===== src/rtl/alu_arbiter.sv =====
// Round-robin arbiter that shares one registered ALU among NUM_REQ requesters and tags responses.
// Optional macro ALU_ARB_LOCK_EN adds i_lock so one requester can hold the ALU across several ops.
module alu_arbiter #(
    parameter int unsigned DATA_BITS = 8,
    parameter int unsigned NUM_REQ   = 2,
    parameter int unsigned ID_BITS   = $clog2(NUM_REQ)
) (
    input  logic                         i_clk,
    input  logic                         i_reset,
    input  logic [NUM_REQ-1:0]           i_req,
    input  logic [NUM_REQ*DATA_BITS-1:0] i_op_a,
    input  logic [NUM_REQ*DATA_BITS-1:0] i_op_b,
    input  logic [NUM_REQ-1:0]           i_op_sub,
`ifdef ALU_ARB_LOCK_EN
    input  logic [NUM_REQ-1:0]           i_lock,
`endif
    output logic [NUM_REQ-1:0]           o_gnt,
    output logic [DATA_BITS-1:0]         o_alu_a,
    output logic [DATA_BITS-1:0]         o_alu_b,
    output logic                         o_alu_cin,
    input  logic [DATA_BITS-1:0]         i_alu_result,
    input  logic                         i_alu_cout,
    input  logic                         i_alu_zero,
    output logic                         o_rsp_valid,
    output logic [ID_BITS-1:0]           o_rsp_id,
    output logic [DATA_BITS-1:0]         o_rsp_result,
    output logic                         o_rsp_cout,
    output logic                         o_rsp_zero
);

    logic [ID_BITS-1:0] r_rr_ptr;
    logic               r_v_q;
    logic [ID_BITS-1:0] r_id_q;

    logic [ID_BITS-1:0] w_cand;
    logic [ID_BITS-1:0] w_win;
    logic               w_granted;
    logic [ID_BITS-1:0] w_ptr_nxt;

`ifdef ALU_ARB_LOCK_EN
    logic               r_lock_q;
    logic [ID_BITS-1:0] r_lock_id;
    logic               w_lock_q_nxt;
    logic [ID_BITS-1:0] w_lock_id_nxt;
`endif

    // Winner selection: first request at or after r_rr_ptr, wrapping; a held lock overrides.
    always_comb begin
        w_granted = 1'b0;
        w_win     = '0;
        w_cand    = '0;
        for (int unsigned k = 0; k < NUM_REQ; k++) begin
            w_cand = ID_BITS'((32'(r_rr_ptr) + k) % NUM_REQ);
            if (!w_granted && i_req[w_cand]) begin
                w_granted = 1'b1;
                w_win     = w_cand;
            end
        end
`ifdef ALU_ARB_LOCK_EN
        if (r_lock_q) begin
            w_granted = i_req[r_lock_id];
            w_win     = r_lock_id;
        end
`endif
    end

    // One-hot grant and operand mux onto the ALU inputs.
    always_comb begin
        o_gnt     = '0;
        o_alu_a   = '0;
        o_alu_b   = '0;
        o_alu_cin = 1'b0;
        for (int unsigned j = 0; j < NUM_REQ; j++) begin
            if (w_granted && (w_win == ID_BITS'(j))) begin
                o_gnt[j]  = 1'b1;
                o_alu_a   = i_op_a[j*DATA_BITS +: DATA_BITS];
                o_alu_b   = i_op_b[j*DATA_BITS +: DATA_BITS];
                o_alu_cin = i_op_sub[j];
            end
        end
    end

    // Pointer rotation; a grant that takes or keeps the lock freezes the pointer.
    always_comb begin
        w_ptr_nxt = r_rr_ptr;
        if (w_granted) begin
            w_ptr_nxt = (32'(w_win) == NUM_REQ - 1) ? '0 : w_win + 1'b1;
        end
`ifdef ALU_ARB_LOCK_EN
        w_lock_q_nxt  = r_lock_q;
        w_lock_id_nxt = r_lock_id;
        if (w_granted) begin
            if (i_lock[w_win]) begin
                w_lock_q_nxt  = 1'b1;
                w_lock_id_nxt = w_win;
                w_ptr_nxt     = r_rr_ptr;
            end else begin
                w_lock_q_nxt  = 1'b0;
            end
        end
`endif
    end

    always_ff @(posedge i_clk or negedge i_reset) begin
        if (!i_reset) begin
            r_rr_ptr  <= '0;
            r_v_q     <= 1'b0;
            r_id_q    <= '0;
`ifdef ALU_ARB_LOCK_EN
            r_lock_q  <= 1'b0;
            r_lock_id <= '0;
`endif
        end else begin
            r_rr_ptr  <= w_ptr_nxt;
            r_v_q     <= w_granted;
            r_id_q    <= w_win;
`ifdef ALU_ARB_LOCK_EN
            r_lock_q  <= w_lock_q_nxt;
            r_lock_id <= w_lock_id_nxt;
`endif
        end
    end

    assign o_rsp_valid  = r_v_q;
    assign o_rsp_id     = r_id_q;
    assign o_rsp_result = i_alu_result;
    assign o_rsp_cout   = i_alu_cout;
    assign o_rsp_zero   = i_alu_zero;

endmodule


===== config.mk =====
export PLATFORM = sky130hd
export DESIGN_NAME = alu_arbiter
export DESIGN_NICKNAME = d
export VERILOG_FILES = /design/src/rtl/alu_arbiter.sv
export SDC_FILE = /design/constraint.sdc
export NUM_CORES = 1
export LEC_CHECK = 0
export ABC_AREA = 1
export BUFFER_PORTS_ARGS = -buffer_cell sky130_fd_sc_hd__clkbuf_2
export CELL_PAD_IN_SITES_DETAIL_PLACEMENT = 1
export CELL_PAD_IN_SITES_GLOBAL_PLACEMENT = 1
export CORE_UTILIZATION = 14
export CTS_BUF_LIST = sky130_fd_sc_hd__clkbuf_8
export CTS_CLUSTER_DIAMETER = 120
export DETAILED_ROUTE_END_ITERATION = 6
export PLACE_DENSITY = 0.83
export SYNTH_ARGS = -nofsm -noshare
export SYNTH_HDL_FRONTEND = slang
export SYNTH_SLANG_ARGS = --single-unit

===== constraint.sdc =====
create_clock -name i_clk -period 1.35 [get_ports i_clk]
set_input_delay 0.0675 -clock i_clk [delete_from_list [all_inputs] [get_ports i_clk]]
set_output_delay 0.0675 -clock i_clk [all_outputs]
set_load 0.1 [all_outputs]

==> Word-level counts from Yosys, hierarchy flattened <==
Cells that the tools add are included.
{ "classes": {"n_reduce_logical": 4, "muxes": 17, "bitwise": 1, "magnitude_cmp": 2, "addsub": 2} }
{ "ops": {"columns": ["operator", "n"], "rows": [
  ["8-bit 2-to-1 mux", 4],
  ["1-bit 2-to-1 mux", 13],
  ["1-bit by 2-bit < comparator with 1-bit output (second input constant)", 2],
  ["1-bit logical AND", 3],
  ["1-bit adder (second input constant)", 2],
  ["1-bit zero test", 1],
  ["1-bit NOT", 1]
]} }
{ "totals": {"output_inout_bits": 31, "ff_bits": 3, "wordCells": 29} }

==> Logic depth before layout (Yosys ltp) <==
{ "depth": {"ltp_word": 10, "ltp_mapped": 5, "mapped_depth_nobuf": 4} }

==> Least setup slack after synthesis <==
No wires, ideal clock.
{ "synth_timing": {"path_kind": "register -> output", "from": "register r_rr_ptr", "to": "output port o_gnt[1]", "stages_incl_launch_ff": 3, "arrival_ns": 1.947, "path_slack_ns": -0.664, "path_buffers": 0, "path_cell_list": "dfrtp_1 -> inv_1 -> a21oi_1"} }
{ "synth_between": {"elab_chain_cells": 8, "elab_cells_between_ends": 13} }
{ "synth_rtl": {"columns": ["item", "line", "source"], "rows": [
  ["start, declared", "31", "logic [ID_BITS-1:0] r_rr_ptr;"],
  ["start signal, assigned", "114", "r_rr_ptr <= w_ptr_nxt;"],
  ["1-bit 2-to-1 mux (implied by the code) (2 in a row)", "54", "if (!w_granted && i_req[w_cand]) begin"],
  ["1-bit 2-to-1 mux", "54", null],
  ["1-bit zero test", "54", null],
  ["1-bit logical AND", "54", null],
  ["1-bit 2-to-1 mux", "54", null],
  ["1-bit logical AND *", "74", "if (w_granted && (w_win == ID_BITS'(j))) begin"],
  ["1-bit 2-to-1 mux *", "74", null],
  ["end, declared", "17", "output logic [NUM_REQ-1:0] o_gnt,"]
]} }
Mark *: on every way between the ends. The rest lies on a longest branch, timed or not. The select of a mux whose other input is x is not followed.

==> Worst setup path in the final report <==
{ "layout_timing": {"from": "register r_rr_ptr", "to": "output port o_alu_a[4]"} }
{ "layout_between": {"elab_chain_cells": 10, "elab_cells_between_ends": 16} }
{ "layout_rtl": {"columns": ["item", "line", "source"], "rows": [
  ["1-bit 2-to-1 mux (implied by the code) (2 in a row)", "54", null],
  ["1-bit 2-to-1 mux", "54", null],
  ["1-bit zero test", "54", null],
  ["1-bit logical AND", "54", null],
  ["1-bit 2-to-1 mux", "54", null],
  ["1-bit NOT", "74", null],
  ["1-bit logical AND", "74", null],
  ["8-bit 2-to-1 mux", "74", null],
  ["8-bit 2-to-1 mux *", "74", null],
  ["end, declared", "18", "output logic [DATA_BITS-1:0] o_alu_a,"]
]} }
Marks and branches as above.

==> out/metrics.cfg <==
[placed_design]
placed_cells = 173
hpwl_um = 1850
place.gp.congestion = 0.636
portBuffers = 58

[floorplanning]
dieArea_sq_um = 3500
core_area_sq_um = 3080
rows = 20
die_h_um = 59.2
die_w_um = 59.2
num_io_pins = 79
initial_core_util = 0.149

[min_path]
min_path_type = in2out

[sta]
drv_slew = 0
fmax_mhz = 704
setup_tns_ns = -1.04
setup_slack_ns = -0.0709
relSlewSlack = 0.640
setup_viol = 18
hold_violations = 0
fin_crit_ns = 1.42
finClkSkew_ns = 0.0000685
rsz0062_at_grt = true
period_share = 1.05
worst_pin_slew_ns = 0.543

[grt]
grtUsageTotal = 0.128
grt_remaining_overflow = 0
grt_pass1_wl_um = 3390
antenna_found_initial = 0
grt_pass1_vias = 758
grt_max_degree = 12

[drt]
drtIter0Drc = 8
avgRoutedWirePerCell_um = 12.2
finalWirelength_um = 2190
antenna_left = 0
via_per_inst = 4.16
vias = 748
drc = 0
dr.pass1.iters = 2

[logic_synthesis]
syn-num-nets = 127
syn_avg_cell_area_sq_um = 5.80
netlist_instances = 79
synth_cell_types = 11
ys_seq_area_frac = 0.164
synth_seq_cells = 3
syn_area_sq_um = 458
ys_warn_count = 0

[power]
pwr-share-seq = 0.077
power_frac_comb = 0.722
clockPowerShare = 0.200
power_density_nw_per_um2 = 982
max-vdd-ir-drop_uv = 303
p_sw_frac = 0.524
p_sw_w = 0.000698
internal_power_w = 0.000633
p_leak_nw = 0.684
finalPower_w = 0.00133

[setup_path]
cp_common_cell = buf_12
required_ns = 1.28
crit_chain = a21oi_4, buf_12, nand2_4, nand2_8, buf_12
start_kind = flop
path_max_fanout = 8
end_kind = output port
cp_top_family = flip-flops
slowest_delay_ns = 0.43
cp_slowest_cell = dfrtp_2
cp.arrival_ns = 1.35
critPathKind = reg2out
cp_num_buf_inv = 2

[cts]
clkTransAtPathRegs_ns = 0.04
cts_made_buffers = 3
cts_root_buf = clkbuf_8
cts_max_level = 1
cts_sinks = 3
clock_latency_ns = 0.22
cts_tree = done
clockBufferDepth = 2

[layout]
area_growth_pct = 196
final_core_util = 0.440
fin_nets = 185
fillers = 366
diodes = 0
layout.cells.non_filler = 180
drive_above_1_share = 0.772

[run_status]
violations = negative setup slack
status = complete, but fails checks

[run]
max-cap-violations = 0

==> timing repair <==
item,in CTS,in global routing
endpoints found under the hold margin,3,0
pin swaps,4,0
hold buffers,1,0
cloned,1,0
setup endpoints to repair,17,19
setup buffers,1,0
gates resized for setup,24,4
==> registers in the layout, indices dropped and copies added, names as in the netlist <==
| signal | cells |
|---|---|
| r_rr_ptr | 1 |
| o_rsp_id | 1 |
| o_rsp_valid | 1 |
==> layout by cell type, fill, tap and decap left out <==
master | Yosys | layout
buf_4 | 11 | 2
dlygate4sd3_1 | 0 | 1
buf_12 | 0 | 20
dfrtp_1 | 3 | 2
clkbuf_8 | 0 | 3
a21oi_2 | 0 | 1
nand2_1 | 35 | 6
inv_2 | 1 | 2
inv_1 | 3 | 3
buf_6 | 0 | 4
nand2_4 | 0 | 9
nand2_2 | 2 | 15
a21oi_4 | 1 | 1
dfrtp_2 | 0 | 1
nand2_8 | 0 | 8
clkbuf_2 | 0 | 39
a21oi_1 | 2 | 1
nand3_1 | 18 | 18
==> power by group through the flow <==
stage                     Sequential (W)  Clock (W)  Combinational [W]
after floorplan                 0.000130          0           0.000687
after global routing            0.000104   0.000280           0.000993
after detailed placement        0.000103          0           0.000917
final                           0.000103   0.000267           0.000961
after CTS                       0.000102   0.000275           0.000964
after global placement          0.000102          0           0.000906
==> cell type report <==
| type | instances | area [sq um] | share of cell area |
|---|---|---|---|
| Clock inverter | 1 | 3.75 | 0.00277 |
| Sequential cell | 3 | 76.3 | 0.0563 |
| Tap cell | 44 | 55.1 | 0.0406 |
| Multi-Input combinational cell | 59 | 498 | 0.367 |
| Clock buffer | 3 | 41.3 | 0.0305 |
| Timing Repair Buffer | 66 | 666 | 0.491 |
| Inverter | 4 | 15.0 | 0.0111 |
==> through the flow <==
step	worst slack [ns]	hold WS (ns)	instance area, sq um
detailed placement	0.0418	-0.127	1190
global placement	0.0844	-0.129	1190
global route	-0.114	0.135	1360
floorplan	-0.108	-0.228	606
finish	-0.0709	0.135	1360
CTS	-0.0746	0.136	1340
==> worst reg2reg max path, delay by kind of cell (launching register included) <==
family	cells	cell delay (ns)
AND/OR/NAND/NOR	1	0.05
flip-flops	1	0.43
buffers and inverters	2	0.25
AO/OA/AOI/OAI	1	0.21
==> path summary, 6_finish.rpt <==
path                                    to       startpoint  cells past startpoint  slack, ns
hold reg to reg                   r_rr_ptr         r_rr_ptr                      2       0.59
min in group asynchronous         o_rsp_id          i_reset                      2       0.18
hold / removal             o_rsp_result[1]  i_alu_result[1]                      0       0.14
setup / recovery                o_alu_a[4]         r_rr_ptr                      5      -0.07
max in group asynchronous         r_rr_ptr          i_reset                      2       1.04
setup reg to reg                  r_rr_ptr         r_rr_ptr                      4       0.35
==> cells by family (layout without fill, tap and decap cells) <==
logic type	Yosys count	count (layout)	synth area share
AND/OR/NAND/NOR	55	56	0.511
buffers and inverters	18	74	0.268
AO/OA/AOI/OAI	3	3	0.0574
flip-flops	3	3	0.164
==> metal layers <==
metal,track usage,part of all wire
met2,0.250,0.60
met5,0,0
met4,0.0816,0.029
met3,0.0284,0.068
met1,0.116,0.31
==> synth_stat cells <==
| cell type | count | share of area |
|---|---|---|
| dfrtp_1 | 3 | 0.16 |
| a21oi_4 | 1 | 0.036 |
| nand3_1 | 18 | 0.20 |
| a21oi_1 | 2 | 0.022 |
| buf_2 | 2 | 0.022 |
| buf_4 | 11 | 0.18 |
| buf_8 | 1 | 0.033 |
| nand2_2 | 2 | 0.027 |
| inv_1 | 3 | 0.025 |
| nand2_1 | 35 | 0.29 |
| inv_2 | 1 | 0.0082 |
No activity file was read; power rests on OpenSTA's default activity.
